**src/rtl/pe_result_collector.sv**
```systemverilog
// pe_result_collector
// Sits directly behind the SNN convolution PEs. Gathers exactly one result
// per PE for the current timestep. Each result carries a residue, an output
// spike and a timestep. When every PE has reported, the collector emits one
// aggregated spike map and the unsigned sum of the residues.
//
// Packets are dropped and flagged when they are malformed (PE id out of
// range), carry the wrong timestep, or repeat a PE already seen this
// timestep.
//
// Optional feature: define RESULT_COLLECTOR_ERRCNT_EN to add an 8-bit
// saturating error counter on output err_count.
//
// Handshake: a transfer happens on a rising edge where valid && ready are
// both high. A sender holds its data stable while valid=1 && ready=0. The
// collector never takes back out_valid before out_ready is seen.
module pe_result_collector #(
    parameter int NUM_PE       = 9,
    parameter int OUTPUT_WIDTH = 13,
    parameter int PKT_WIDTH    = 53,
    parameter int SUM_WIDTH    = OUTPUT_WIDTH + 4
) (
    input  logic                 clk,
    input  logic                 rst,
    input  logic                 in_valid,
    output logic                 in_ready,
    input  logic [PKT_WIDTH-1:0] in_data,
    output logic                 out_valid,
    input  logic                 out_ready,
    output logic [NUM_PE-1:0]    out_spikes,
    output logic                 out_timestep,
    output logic [SUM_WIDTH-1:0] out_residue_sum,
    output logic                 err_id,
    output logic                 err_ts,
    output logic                 err_dup
`ifdef RESULT_COLLECTOR_ERRCNT_EN
    ,
    output logic [7:0]           err_count
`endif
);

    // Bit positions of the packet fields
    localparam int RES_LSB = 14;
    localparam int SPK_BIT = 9;
    localparam int TS_BIT  = 8;
    localparam int ID_LSB  = 4;

    typedef enum logic {
        S_COLLECT = 1'b0,
        S_EMIT    = 1'b1
    } state_t;

    state_t state_q, state_d;

    // Per-timestep accumulation state
    logic [NUM_PE-1:0]    seen_q,   seen_d;
    logic [NUM_PE-1:0]    spikes_q, spikes_d;
    logic [SUM_WIDTH-1:0] sum_q,    sum_d;
    logic                 exp_ts_q, exp_ts_d;

    // Registered one-cycle error pulses
    logic err_id_q,  err_id_d;
    logic err_ts_q,  err_ts_d;
    logic err_dup_q, err_dup_d;

    // Decoded packet fields
    logic [OUTPUT_WIDTH-1:0] pkt_residue;
    logic                    pkt_spike;
    logic                    pkt_ts;
    logic [3:0]              pkt_id;

    // Classification of the current transfer
    logic [NUM_PE-1:0] id_onehot;
    logic [NUM_PE-1:0] seen_next;
    logic              id_valid;
    logic              xfer;
    logic              drop_id;
    logic              drop_ts;
    logic              drop_dup;
    logic              take;
    logic              last_take;
    logic              emit_done;

    // Fields the collector does not use
    logic unused_pkt_bits;

    // Split the incoming packet into its fields
    assign pkt_residue = in_data[RES_LSB +: OUTPUT_WIDTH];
    assign pkt_spike   = in_data[SPK_BIT];
    assign pkt_ts      = in_data[TS_BIT];
    assign pkt_id      = in_data[ID_LSB +: 4];

    assign unused_pkt_bits = ^{in_data[PKT_WIDTH-1:RES_LSB+OUTPUT_WIDTH],
                               in_data[RES_LSB-1:SPK_BIT+1],
                               in_data[ID_LSB-1:0]};

    // One-hot decode of the PE id. An all-zero result means the id is >= NUM_PE.
    always_comb begin
        id_onehot = '0;
        for (int i = 0; i < NUM_PE; i++) begin
            id_onehot[i] = (pkt_id == 4'(i));
        end
    end

    assign id_valid  = |id_onehot;
    assign xfer      = in_valid && in_ready;
    assign seen_next = seen_q | id_onehot;
    assign emit_done = out_valid && out_ready;

    // Classify a transfer. The checks are applied in priority order:
    // bad id, then wrong timestep, then duplicate.
    always_comb begin
        drop_id  = 1'b0;
        drop_ts  = 1'b0;
        drop_dup = 1'b0;
        take     = 1'b0;
        if (xfer) begin
            if (!id_valid) begin
                drop_id = 1'b1;
            end else if (pkt_ts != exp_ts_q) begin
                drop_ts = 1'b1;
            end else if (|(seen_q & id_onehot)) begin
                drop_dup = 1'b1;
            end else begin
                take = 1'b1;
            end
        end
    end

    // This accepting edge completes the set of PEs for the timestep
    assign last_take = take && (&seen_next);

    // FSM state register
    always_ff @(posedge clk or posedge rst) begin
        if (rst) begin
            state_q <= S_COLLECT;
        end else begin
            state_q <= state_d;
        end
    end

    // FSM next-state logic
    always_comb begin
        state_d = state_q;
        case (state_q)
            S_COLLECT: if (last_take) state_d = S_EMIT;
            S_EMIT:    if (out_ready) state_d = S_COLLECT;
            default:   state_d = S_COLLECT;
        endcase
    end

    // FSM outputs. Both are decoded directly from the state register.
    always_comb begin
        in_ready  = 1'b0;
        out_valid = 1'b0;
        case (state_q)
            S_COLLECT: in_ready  = 1'b1;
            S_EMIT:    out_valid = 1'b1;
            default:   in_ready  = 1'b0;
        endcase
    end

    // Next values of the accumulation state and the error pulses.
    // The emit handshake only happens in EMIT and a take only happens in
    // COLLECT, so the two never occur in the same cycle.
    always_comb begin
        seen_d    = seen_q;
        spikes_d  = spikes_q;
        sum_d     = sum_q;
        exp_ts_d  = exp_ts_q;
        err_id_d  = drop_id;
        err_ts_d  = drop_ts;
        err_dup_d = drop_dup;
        if (emit_done) begin
            seen_d   = '0;
            spikes_d = '0;
            sum_d    = '0;
            exp_ts_d = ~exp_ts_q;
        end else if (take) begin
            seen_d   = seen_next;
            spikes_d = (spikes_q & ~id_onehot) | (id_onehot & {NUM_PE{pkt_spike}});
            sum_d    = sum_q + SUM_WIDTH'(pkt_residue);
        end
    end

    // Accumulation and error-pulse registers
    always_ff @(posedge clk or posedge rst) begin
        if (rst) begin
            seen_q    <= '0;
            spikes_q  <= '0;
            sum_q     <= '0;
            exp_ts_q  <= 1'b0;
            err_id_q  <= 1'b0;
            err_ts_q  <= 1'b0;
            err_dup_q <= 1'b0;
        end else begin
            seen_q    <= seen_d;
            spikes_q  <= spikes_d;
            sum_q     <= sum_d;
            exp_ts_q  <= exp_ts_d;
            err_id_q  <= err_id_d;
            err_ts_q  <= err_ts_d;
            err_dup_q <= err_dup_d;
        end
    end

    // The running spike map and sum can be seen during collection.
    // They are stable while EMIT waits for the downstream stage.
    assign out_spikes      = spikes_q;
    assign out_timestep    = exp_ts_q;
    assign out_residue_sum = sum_q;
    assign err_id          = err_id_q;
    assign err_ts          = err_ts_q;
    assign err_dup         = err_dup_q;

`ifdef RESULT_COLLECTOR_ERRCNT_EN
    logic [7:0] err_cnt_q, err_cnt_d;
    logic       any_drop;

    assign any_drop = drop_id || drop_ts || drop_dup;

    // Saturating count of dropped packets. It counts on the dropping edge,
    // so it stays in step with the err_* pulse registers.
    always_comb begin
        err_cnt_d = err_cnt_q;
        if (any_drop && (err_cnt_q != 8'hFF)) begin
            err_cnt_d = err_cnt_q + 8'd1;
        end
    end

    // Error counter register. Only rst clears it.
    always_ff @(posedge clk or posedge rst) begin
        if (rst) begin
            err_cnt_q <= '0;
        end else begin
            err_cnt_q <= err_cnt_d;
        end
    end

    assign err_count = err_cnt_q;
`endif

endmodule
```
**config.mk**
```make
export PLATFORM = sky130hd
export DESIGN_NAME = pe_result_collector
export DESIGN_NICKNAME = d
export VERILOG_FILES = /design/src/rtl/pe_result_collector.sv
export SDC_FILE = /design/constraint.sdc
export NUM_CORES = 1
export LEC_CHECK = 0
export ABC_AREA = 1
export CORE_MARGIN = 5
export CORE_UTILIZATION = 40
export CTS_CLUSTER_SIZE = 10
export DETAILED_ROUTE_END_ITERATION = 7
export PLACE_DENSITY = 0.74
export SLEW_MARGIN = 20
export SYNTH_ARGS = -nofsm -noshare
export SYNTH_HDL_FRONTEND = slang
export SYNTH_SLANG_ARGS = --single-unit
export TNS_END_PERCENT = 10
```
**constraint.sdc**
```tcl
create_clock -name clk -period 1.75 [get_ports clk]
set_clock_uncertainty 0.1 [all_clocks]
set_input_delay 0.35 -clock clk [delete_from_list [all_inputs] [get_ports clk]]
set_output_delay 0.35 -clock clk [all_outputs]
set_load 0.03 [all_outputs]
```
# Yosys cells after proc, flatten, opt, wreduce, memory -nomap -nowiden
# Index checks and enable logic that the tools add are counted.
# W data, S select, Z words.
word_totals:
  regBits: 40
  latchBits: 0
  ram_bits: 0
  romBits: 0
  in_bits: 57
  output_inout_bits: 32
  elab_cells: 58
  memories: 0
op_classes:
  addsub: 1
  multipliers: 0
  div_mod_pow: 0
  magnitude_cmp: 0
  n_eq_ne: 9
  shifts: 0
  muxes: 24
  n_bitwise: 8
  n_reduce_logical: 8
op_table:
  columns: ["op", "count"]
  rows:
  - ["$mux W9", 4]
  - ["$mux W17", 2]
  - ["$and A9 B9 Y9", 3]
  - ["$or A9 B9 Y9", 2]
  - ["$reduce_or A9 Y1", 2]
  - ["$add A17 B13 Y17", 1]
  - ["$mux W1", 17]
  - ["$eq A4 B3 Y1 const B", 4]
  - ["$not A9 Y9", 1]
  - ["$reduce_and A9 Y1", 1]
  - ["$eq A4 B2 Y1 const B", 2]
  - ["$eq A4 B1 Y1 const B", 1]
  - ["$eq A4 B4 Y1 const B", 1]
  - ["$logic_not A4 Y1", 1]
  - ["$logic_and A1 B1 Y1", 3]
  - ["$not A1 Y1", 2]
  - ["$pmux W1 S2", 1]
  - ["$reduce_bool A2 Y1", 1]
  - ["$ne A1 B1 Y1", 1]

# Depth between registers and ports, before layout
# Gate-level depths: netlist (run 1).
depth:
  word_depth: 10
  ltp_mapped: 14
  depth_no_buf: 14

# Least setup slack after synthesis (run 1)
# No wires, ideal clock.
synth_timing:
  path_type: "reg2reg"
  from: "register sum_q[0], in the netlist out_residue_sum[0]"
  to: "register sum_q[14], in the netlist out_residue_sum[14]"
  setup_ns: 0.119
  arrival_ns: 1.810
  required_time_ns: 1.531
  slack_ns: -0.278
  path_stages_with_launch: 14
  path_buffers: 0
  synth_period_minus_slack_ns: 2.028
  cell_sequence: "dfrtp_1 ha_1 inv_1 fa_1 inv_1 nand2_1 nand2_1 nand3_1 nand2_1 nand2_1 nand2_1 nand2_1 nand4_1 nand2_1"
synth_between:
  elab_chain_cells: 3
synth_lines:
  columns: ["item", "line", "rtl"]
  rows:
  - ["start, declared", "58", "logic [SUM_WIDTH-1:0] sum_q, sum_d;"]
  - ["start signal, assigned", "199", "sum_q <= sum_d;"]
  - ["$add A17 B13 Y17", "182", "sum_d = sum_q + SUM_WIDTH'(pkt_residue);"]
  - ["$mux W17", "179", "end else if (take) begin"]
  - ["$mux W17", "174", "if (emit_done) begin"]
# No other way between the ends. The select of a mux whose other input is x is not followed.
# A chain may end at the register's enable or synchronous reset.

# Worst setup path after layout (run 1)
layout_timing:
  from: "input in_data[16]"
  to: "register sum_q[13], in the netlist out_residue_sum[13]"
layout_between:
  elab_chain_cells: 3
layout_lines:
  columns: ["item", "line", "rtl"]
  rows:
  - ["start, declared", "27", "input logic [PKT_WIDTH-1:0] in_data,"]
  - ["$add A17 B13 Y17", "182", null]
  - ["$mux W17", "179", null]
  - ["$mux W17", "174", null]
# No other way between the ends. The select of a mux whose other input is x is not followed.

==> summary.txt, run 1 <==
Status
  • Status: complete, but fails checks
  • Failing checks: setup timing

STA
  • Final Hold Slack: just under 0.3 ns
  • Unrepaired setup endpoints after global routing: yes
  • Final setup fails: 2
  • Fin crit period: approximately 1.8 ns
  • Headroom to the max-slew limit: about four fifths
  • Least-Margin Pin Slew: ~0.32 ns
  • Final WS setup: -0.0192 ns
  • Post-route clock period utilization: 101%
  • Slew Limit Fails: 0
  • Setup TNS: -0.0215 ns
  • Final Hold Viols: 0
  • Max frequency: about 570 MHz

Route
  • Post-route ant nets: 0
  • Routed len/inst: 13.1 µm
  • Vias per cell: between 4 and 5
  • Total iterations of the first detailed-routing run: 6
  • Detailed Route Iter0 Violations: 160
  • DRC: 0
  • DR vias: between 2000 and 3000
  • WL final: between 7000 and 8000 µm

Placed design
  • GP Congestion: 0.901
  • Post-placement cell area: ~3700 µm²
  • DPL Wire Length: between 5000 and 6000 µm
  • Inst Count DP: 569
  • Port buffer count: 54

Yosys
  • Adder-Cell Fraction of Synth Area: about 6.7%
  • YS warnings: 0
  • Post-Synthesis Cells: 400
  • Post-synthesis simple-gate area fraction: about two fifths
  • Synth Register Bits: 40
  • Post-synthesis compound-gate area fraction: 5.20%
  • Mux contribution to synthesized area: 0%
  • Xor/xnor share of the synthesized area: between 2 and 3%
  • Post-synthesis sequential area ratio: between 30% and 40%
  • Synthesized cell area: 2720 µm²
  • Syn Nets: roughly 470
  • Mean Syn Cell Area: 6.80 µm²
  • Largest family of logic cells by synthesized area: simple AND/OR/NAND/NOR gates
  • Count of unique library cells instantiated by Yosys: 24

Power
  • Peak VDD IR: roughly 490 µV
  • PwrDens: roughly 1400 nW/µm²
  • Leak: 2.24 nW
  • Total chip power: between 5 and 6 mW

Clock network
  • Root Driver: clkbuf_8
  • CTS Sinks: 40
  • Worst skew pair latency: 0.30 ns
  • Post-CTS Hold Buffers: 0
  • Htree depth: 2
  • CTS tree: yes
  • Clk slew on worst S/H paths: about 0.09 ns
  • Clock tree buffer depth: 2
  • CTS buffer count: 5

Die
  • Die height: 92.5 µm
  • I/O Pins: around 90
  • Initial core utilization: 40.5%
  • Row count: 30
  • Core area: roughly 6700 µm²
  • Die span in x: about 90 µm
  • Die area: between 8000 and 9000 µm²

GRT
  • Gr ovfl total: 0
  • First-pass GRT wire length: around 13000 µm
  • Antenna violations before repair: 0
  • Vias in the first global route: 2785
  • Total track usage: 18.3%
  • Largest net degree at the start of global routing: between 40 and 50

Setup path
  • Crit path max fanout: 5
  • Worst endpoint required time: approximately 1.8 ns
  • Reg2reg start: out_residue_sum[0]
  • Element type at the critical path start: primary input
  • R2r setup slk: 0 ns
  • Worst Setup SP: in_data[16]
  • Crit path DAT: about 1.9 ns
  • Worst reg2reg path endpoint: out_residue_sum[10]
  • CP Capture Type: register
  • Setup CP Type: primary input to register
  • R2R depth: 13

Cells and area
  • Final instance area: between 4000 and 5000 µm²
  • Most frequent cells in the layout: nand2_1 (173), inv_1 (50), dfrtp_1 (38), buf_4 (38), dlygate4sd2_1 (37)
  • Antenna cell count: 0
  • # nets final: between 500 and 600
  • Share of post-route cells with drive strength above 1: a little over a fifth
  • Commonest non-fill, non-tap cell in the layout: nand2_1
  • Post-Layout Cell Count: ~580
  • Area growth syn-to-layout: 47.1%

Hold path
  • HP Class: primary input to asynchronous set/reset pin

Job
  • Max Cap Violations: 0
-- worst max-delay path: stages --
cell and delay, ns:
clkdlybuf4s50_1 0.51, ha_4 0.23, nand2_1 0.10, nand2_1 0.08, nand2_1 0.08, nand3_2 0.13, nand2_1 0.12, nand3b_1 0.09
nand4_1 0.11, nand2_1 0.05
-- timing repair --
| action | in CTS | in global routing |
|---|---|---|
| endpoints found under the setup margin | 67 | 19 |
| pin swaps | 16 | 14 |
| resized for setup | 60 | 27 |
| setup buffers | 1 | 0 |
-- synth_stat cells, drive strengths merged --
master | n | area share [%]
nor3 | 3 | 0.55
nor2 | 24 | 4.4
nand4 | 8 | 1.8
a21oi | 7 | 1.3
nand2 | 183 | 25
nand3 | 23 | 4.6
ha | 13 | 6.0
or2 | 3 | 0.69
and3 | 1 | 0.23
xnor2 | 3 | 0.97
o22ai | 9 | 2.1
o21ai | 10 | 1.8
clkinv | 1 | 0.14
inv | 55 | 7.6
fa | 1 | 0.74
dfrtp | 40 | 37
xor2 | 6 | 1.9
nand3b | 5 | 1.4
buf | 5 | 1.7
-- how the worst max path moves through the flow --
stage                           to  slack, ns  depth (start not counted)
6_report       out_residue_sum[13]      -0.02                         10
5_1_grt        out_residue_sum[10]      -0.17                         13
4_1_cts        out_residue_sum[13]      -0.07                         11
3_5_place_dp   out_residue_sum[10]      -0.60                         14
3_3_place_gp   out_residue_sum[10]      -0.57                         14
2_1_floorplan  out_residue_sum[10]      -0.14                         13
-- cell families after synthesis --
family                   count (synthesis)
adder cells (fa/ha/maj)                 14
XOR/XNOR                                 9
flip-flops                              40
AO/OA/AOI/OAI                           26
AND/OR/NAND/NOR                        250
buffers and inverters                   61
-- layout make-up --
type                       count  area, µm²
tap                           80        100
sequential                    40       1000
multi-input combinational    299       1720
fill                         583       2720
inverter                      56        210
clock buffer                   5       68.8
timing repair buffer          95        847
clock inverter                 3       47.5
-- through the flow --
| stage | utilization (%) | setup WS [ns] |
|---|---|---|
| finish | 59.6 | -0.0192 |
| global route | 59.6 | -0.169 |
| CTS | 57.7 | -0.0663 |
| detailed placement | 54.5 | -0.602 |
| global placement | 54.5 | -0.571 |
| floorplan | - | -0.136 |
-- per-layer routing --
metal	up-vias	GRT usage (%)	part of all wire, %
li1	1443	-	-
met1	1290	23.6	44
met2	83	32.3	49
met3	8	3.25	5.2
met4	0	3.09	1.2
met5	-	0	0
-- power breakdown --
part / leakage, nW / switching (mW) / internal, mW
logic: 1.68 / 1.99 / 1.42
registers: 0.501 / 0.292 / 1.24
clock network: 0.0583 / 0.364 / 0.430
total: 2.24 / 2.64 / 3.08
-- sequential cells by signal, indices dropped and copies added (netlist names) --
signal / cells
err_id: 1
err_ts: 1
out_timestep: 1
out_spikes: 9
err_dup: 1
out_residue_sum: 17
state_q: 1
seen_q: 9
Note: power is estimated with default switching activity, not from simulation.
==> run 2: changes to the inputs <==
Settings changed: PLACE_DENSITY 0.74 to 0.71.
Clock period 1.75 ns to 2.12 ns, I/O delays scaled along.
==> run 2 against run 1 <==
Against the previous run:
- the flow now finishes without violations
- combinational power is 25% lower
- worst setup slack better by 0.13 ns
- core utilization fell by 3.4 points
- largest power group unchanged
==> summary.txt, run 2 (synthesis gave the netlist of run 1 again) <==
Setup path
  • Crit path max fanout: 14 (+9)
  • R2r setup slk: 0.25 ns (+0.25 ns)
  • Crit path DAT: 2.15 ns (+0.30 ns)
  • CP Capture Type: register
  • Reg2reg start: out_residue_sum[0]
  • Worst reg2reg path endpoint: out_residue_sum[8]
  • Element type at the critical path start: primary input
  • Worst endpoint required time: 2.26 ns (+0.43 ns)
  • Setup CP Type: primary input to register
  • R2R depth: 12 (-1)
  • Setup crit end: out_residue_sum[2]
  • Worst Setup SP: in_data[4]

Power
  • PwrDens: 1140 nW/µm² (-20%)
  • Combinational power share: 59.7% (+0.2 points)
  • Peak VDD IR: 448 µV (-9.1%)
  • Clock Power Share: 11.8% (-2.1 points)
  • Seq pwr share: 28.5% (+1.8 points)
  • Sw Ratio: 46.0% (-0.18 points)
  • Cell internal pwr: 2.32 mW (-25%)
  • Total chip power: 4.30 mW (-25%)
  • Leak: 2.06 nW (-8.3%)
  • Switching pwr: 1.98 mW (-25%)

Clock network
  • Clk slew on worst S/H paths: 0.08 ns (about the same)
  • Worst skew pair latency: 0.30 ns (about the same)
  • CTS Sinks: 40 (unchanged)
  • Clock tree buffer depth: 2 (unchanged)
  • CTS tree: yes
  • Post-CTS Hold Buffers: 0 (unchanged)
  • Root Driver: clkbuf_8
  • CTS buffer count: 5 (unchanged)
  • Htree depth: 2 (unchanged)

Die
  • Die area: 8550 µm² (unchanged)
  • Core area: 6720 µm² (unchanged)
  • Die span in x: 92.5 µm (unchanged)
  • I/O Pins: 89 (unchanged)
  • Row count: 30 (unchanged)
  • Initial core utilization: 40.5% (unchanged)
  • Die height: 92.5 µm (unchanged)

Cells and area
  • Commonest non-fill, non-tap cell in the layout: nand2_1
  • Post-Layout Cell Count: 576 (-0.35%)
  • Share of post-route cells with drive strength above 1: 14.3% (-7.0 points)
  • Most frequent cells in the layout: nand2_1 (177), inv_1 (54), clkdlybuf4s50_1 (52)
  • Footprint of the multi-input gates: 1520 µm² (-12%)
  • Antenna cell count: 0 (unchanged)
  • Seq. cell area: 1000 µm² (-0.25%)
  • # nets final: 567 (-0.18%)
  • Number of fill cells in the layout: 641 (+9.9%)
  • Max reg flops: 17 (unchanged)
  • Area growth syn-to-layout: 38.6%

STA
  • Final Hold Slack: 0.399 ns (+0.102 ns)
  • Slew Limit Fails: 0 (unchanged)
  • Final setup fails: 0 (-2)
  • Headroom to the max-slew limit: 64.6% (-14 points)
  • Unrepaired setup endpoints after global routing: no
  • Least-Margin Pin Slew: 0.530 ns (+0.210 ns)
  • Max frequency: approximately 500 MHz
  • Final WS setup: 0.113 ns (+0.133 ns)
  • Post-route clock period utilization: a little over nine tenths
  • Final Hold Viols: 0 (unchanged)
  • Fin crit period: 2.01 ns

Route
  • Detailed Route Iter0 Violations: 89 (-44%)
  • Total iterations of the first detailed-routing run: 4 (-2)
  • DR vias: 2712 (-4.0%)
  • Routed len/inst: 11.8 µm (-10%)
  • WL final: 6800 µm (-10%)
  • DRC: 0 (unchanged)
  • Vias per cell: 4.71 (-3.6%)
  • Post-route ant nets: 0 (unchanged)

Placed design
  • Inst Count DP: 567 (-0.35%)
  • GP Congestion: 0.856 (-5.0%)
  • Post-place setup slack: -0.420 ns (+0.181 ns)
  • Port buffer count: 54 (unchanged)
  • DPL Wire Length: 5130 µm (-5.6%)

GRT
  • Gr ovfl total: 0 (unchanged)
  • Total track usage: 16.5% (-1.8 points)
  • Antenna violations before repair: 0 (unchanged)
  • First-pass GRT wire length: 11700 µm (-9.0%)
  • Largest net degree at the start of global routing: 41 (unchanged)
  • Vias in the first global route: 2664 (-4.3%)

Job
  • Max Cap Violations: 0 (unchanged)

Hold path
  • HP Class: primary input to register
  • WHS Path Cells: 4

Status
  • Status: complete, no violations
-- run 2: cell types whose count changed in the layout (fill, tap and decap cells not counted), sizes merged --
cell / delta
clkinvlp: +1
clkdlybuf4s15: -1
clkinv: -1
dlymetal6s2s: -3
bufinv: -1
dlygate4sd2: -37
buf: -1
clkdlybuf4s50: +41
-- run 2: metal layers --
layer  up-vias  global-route usage (%)  part of all wire [%]
met5         -                       0                     0
met4         0                    5.32                   1.5
met3         8                    2.68                   5.2
met2        62                    27.9                    46
met1      1203                    21.5                    47
li1       1439                       -                     -
-- run 2: what timing repair did --
item | 4_1_cts | 5_1_grt
pin swaps | 3 | 6
resized for setup | 7 | 11
setup endpoints to repair | 6 | 18
buffers inserted | 0 | 2
-- run 2: worst max-delay path, cell delays in order --
cell	delay, ns
clkdlybuf4s50_1	0.56
nor2_4	0.08
buf_4	0.15
nand3_1	0.06
nand2_1	0.06
nor2_2	0.12
nand3_2	0.13
nor2_4	0.15
buf_4	0.23
nand3_1	0.10
nand2_1	0.07
-- run 2: worst min-delay path by stage --
stage,startpoint,endpoint,slack [ns]
finish,in_data[14],out_residue_sum[0],0.40
global route,in_data[14],out_residue_sum[0],0.43
CTS,out_spikes[7],out_spikes[7],0.40
detailed placement,out_spikes[7],out_spikes[7],0.38
global placement,out_spikes[6],out_spikes[6],0.38
floorplan,out_ready,state_q,0.42
-- run 2: area by class of cell --
cell class,count,area share (%)
timing repair buffer,94,22.8
multi-input combinational,299,40.3
sequential,40,26.5
tap,80,2.65
clock inverter,2,0.332
clock buffer,5,1.82
inverter,56,5.57
-- run 2: per-stage QoR --
step | TNS, ns | area, µm² | util (%)
2_1_floorplan | 0 | 2720 | -
3_3_place_gp | -5.18 | 3610 | 53.8
3_5_place_dp | -6.83 | 3610 | 53.8
4_1_cts | 0 | 3710 | 55.2
5_1_grt | 0 | 3770 | 56.1
6_report | 0 | 3770 | 56.1
-- run 2: power by group through the flow --
stage	clock, mW	sequential [mW]	combinational, mW
6_report	0.505	1.23	2.57
5_1_grt	0.550	1.27	2.86
4_1_cts	0.526	1.23	2.51
3_5_place_dp	0	1.24	2.47
3_3_place_gp	0	1.23	2.43
2_1_floorplan	0	1.58	1.26
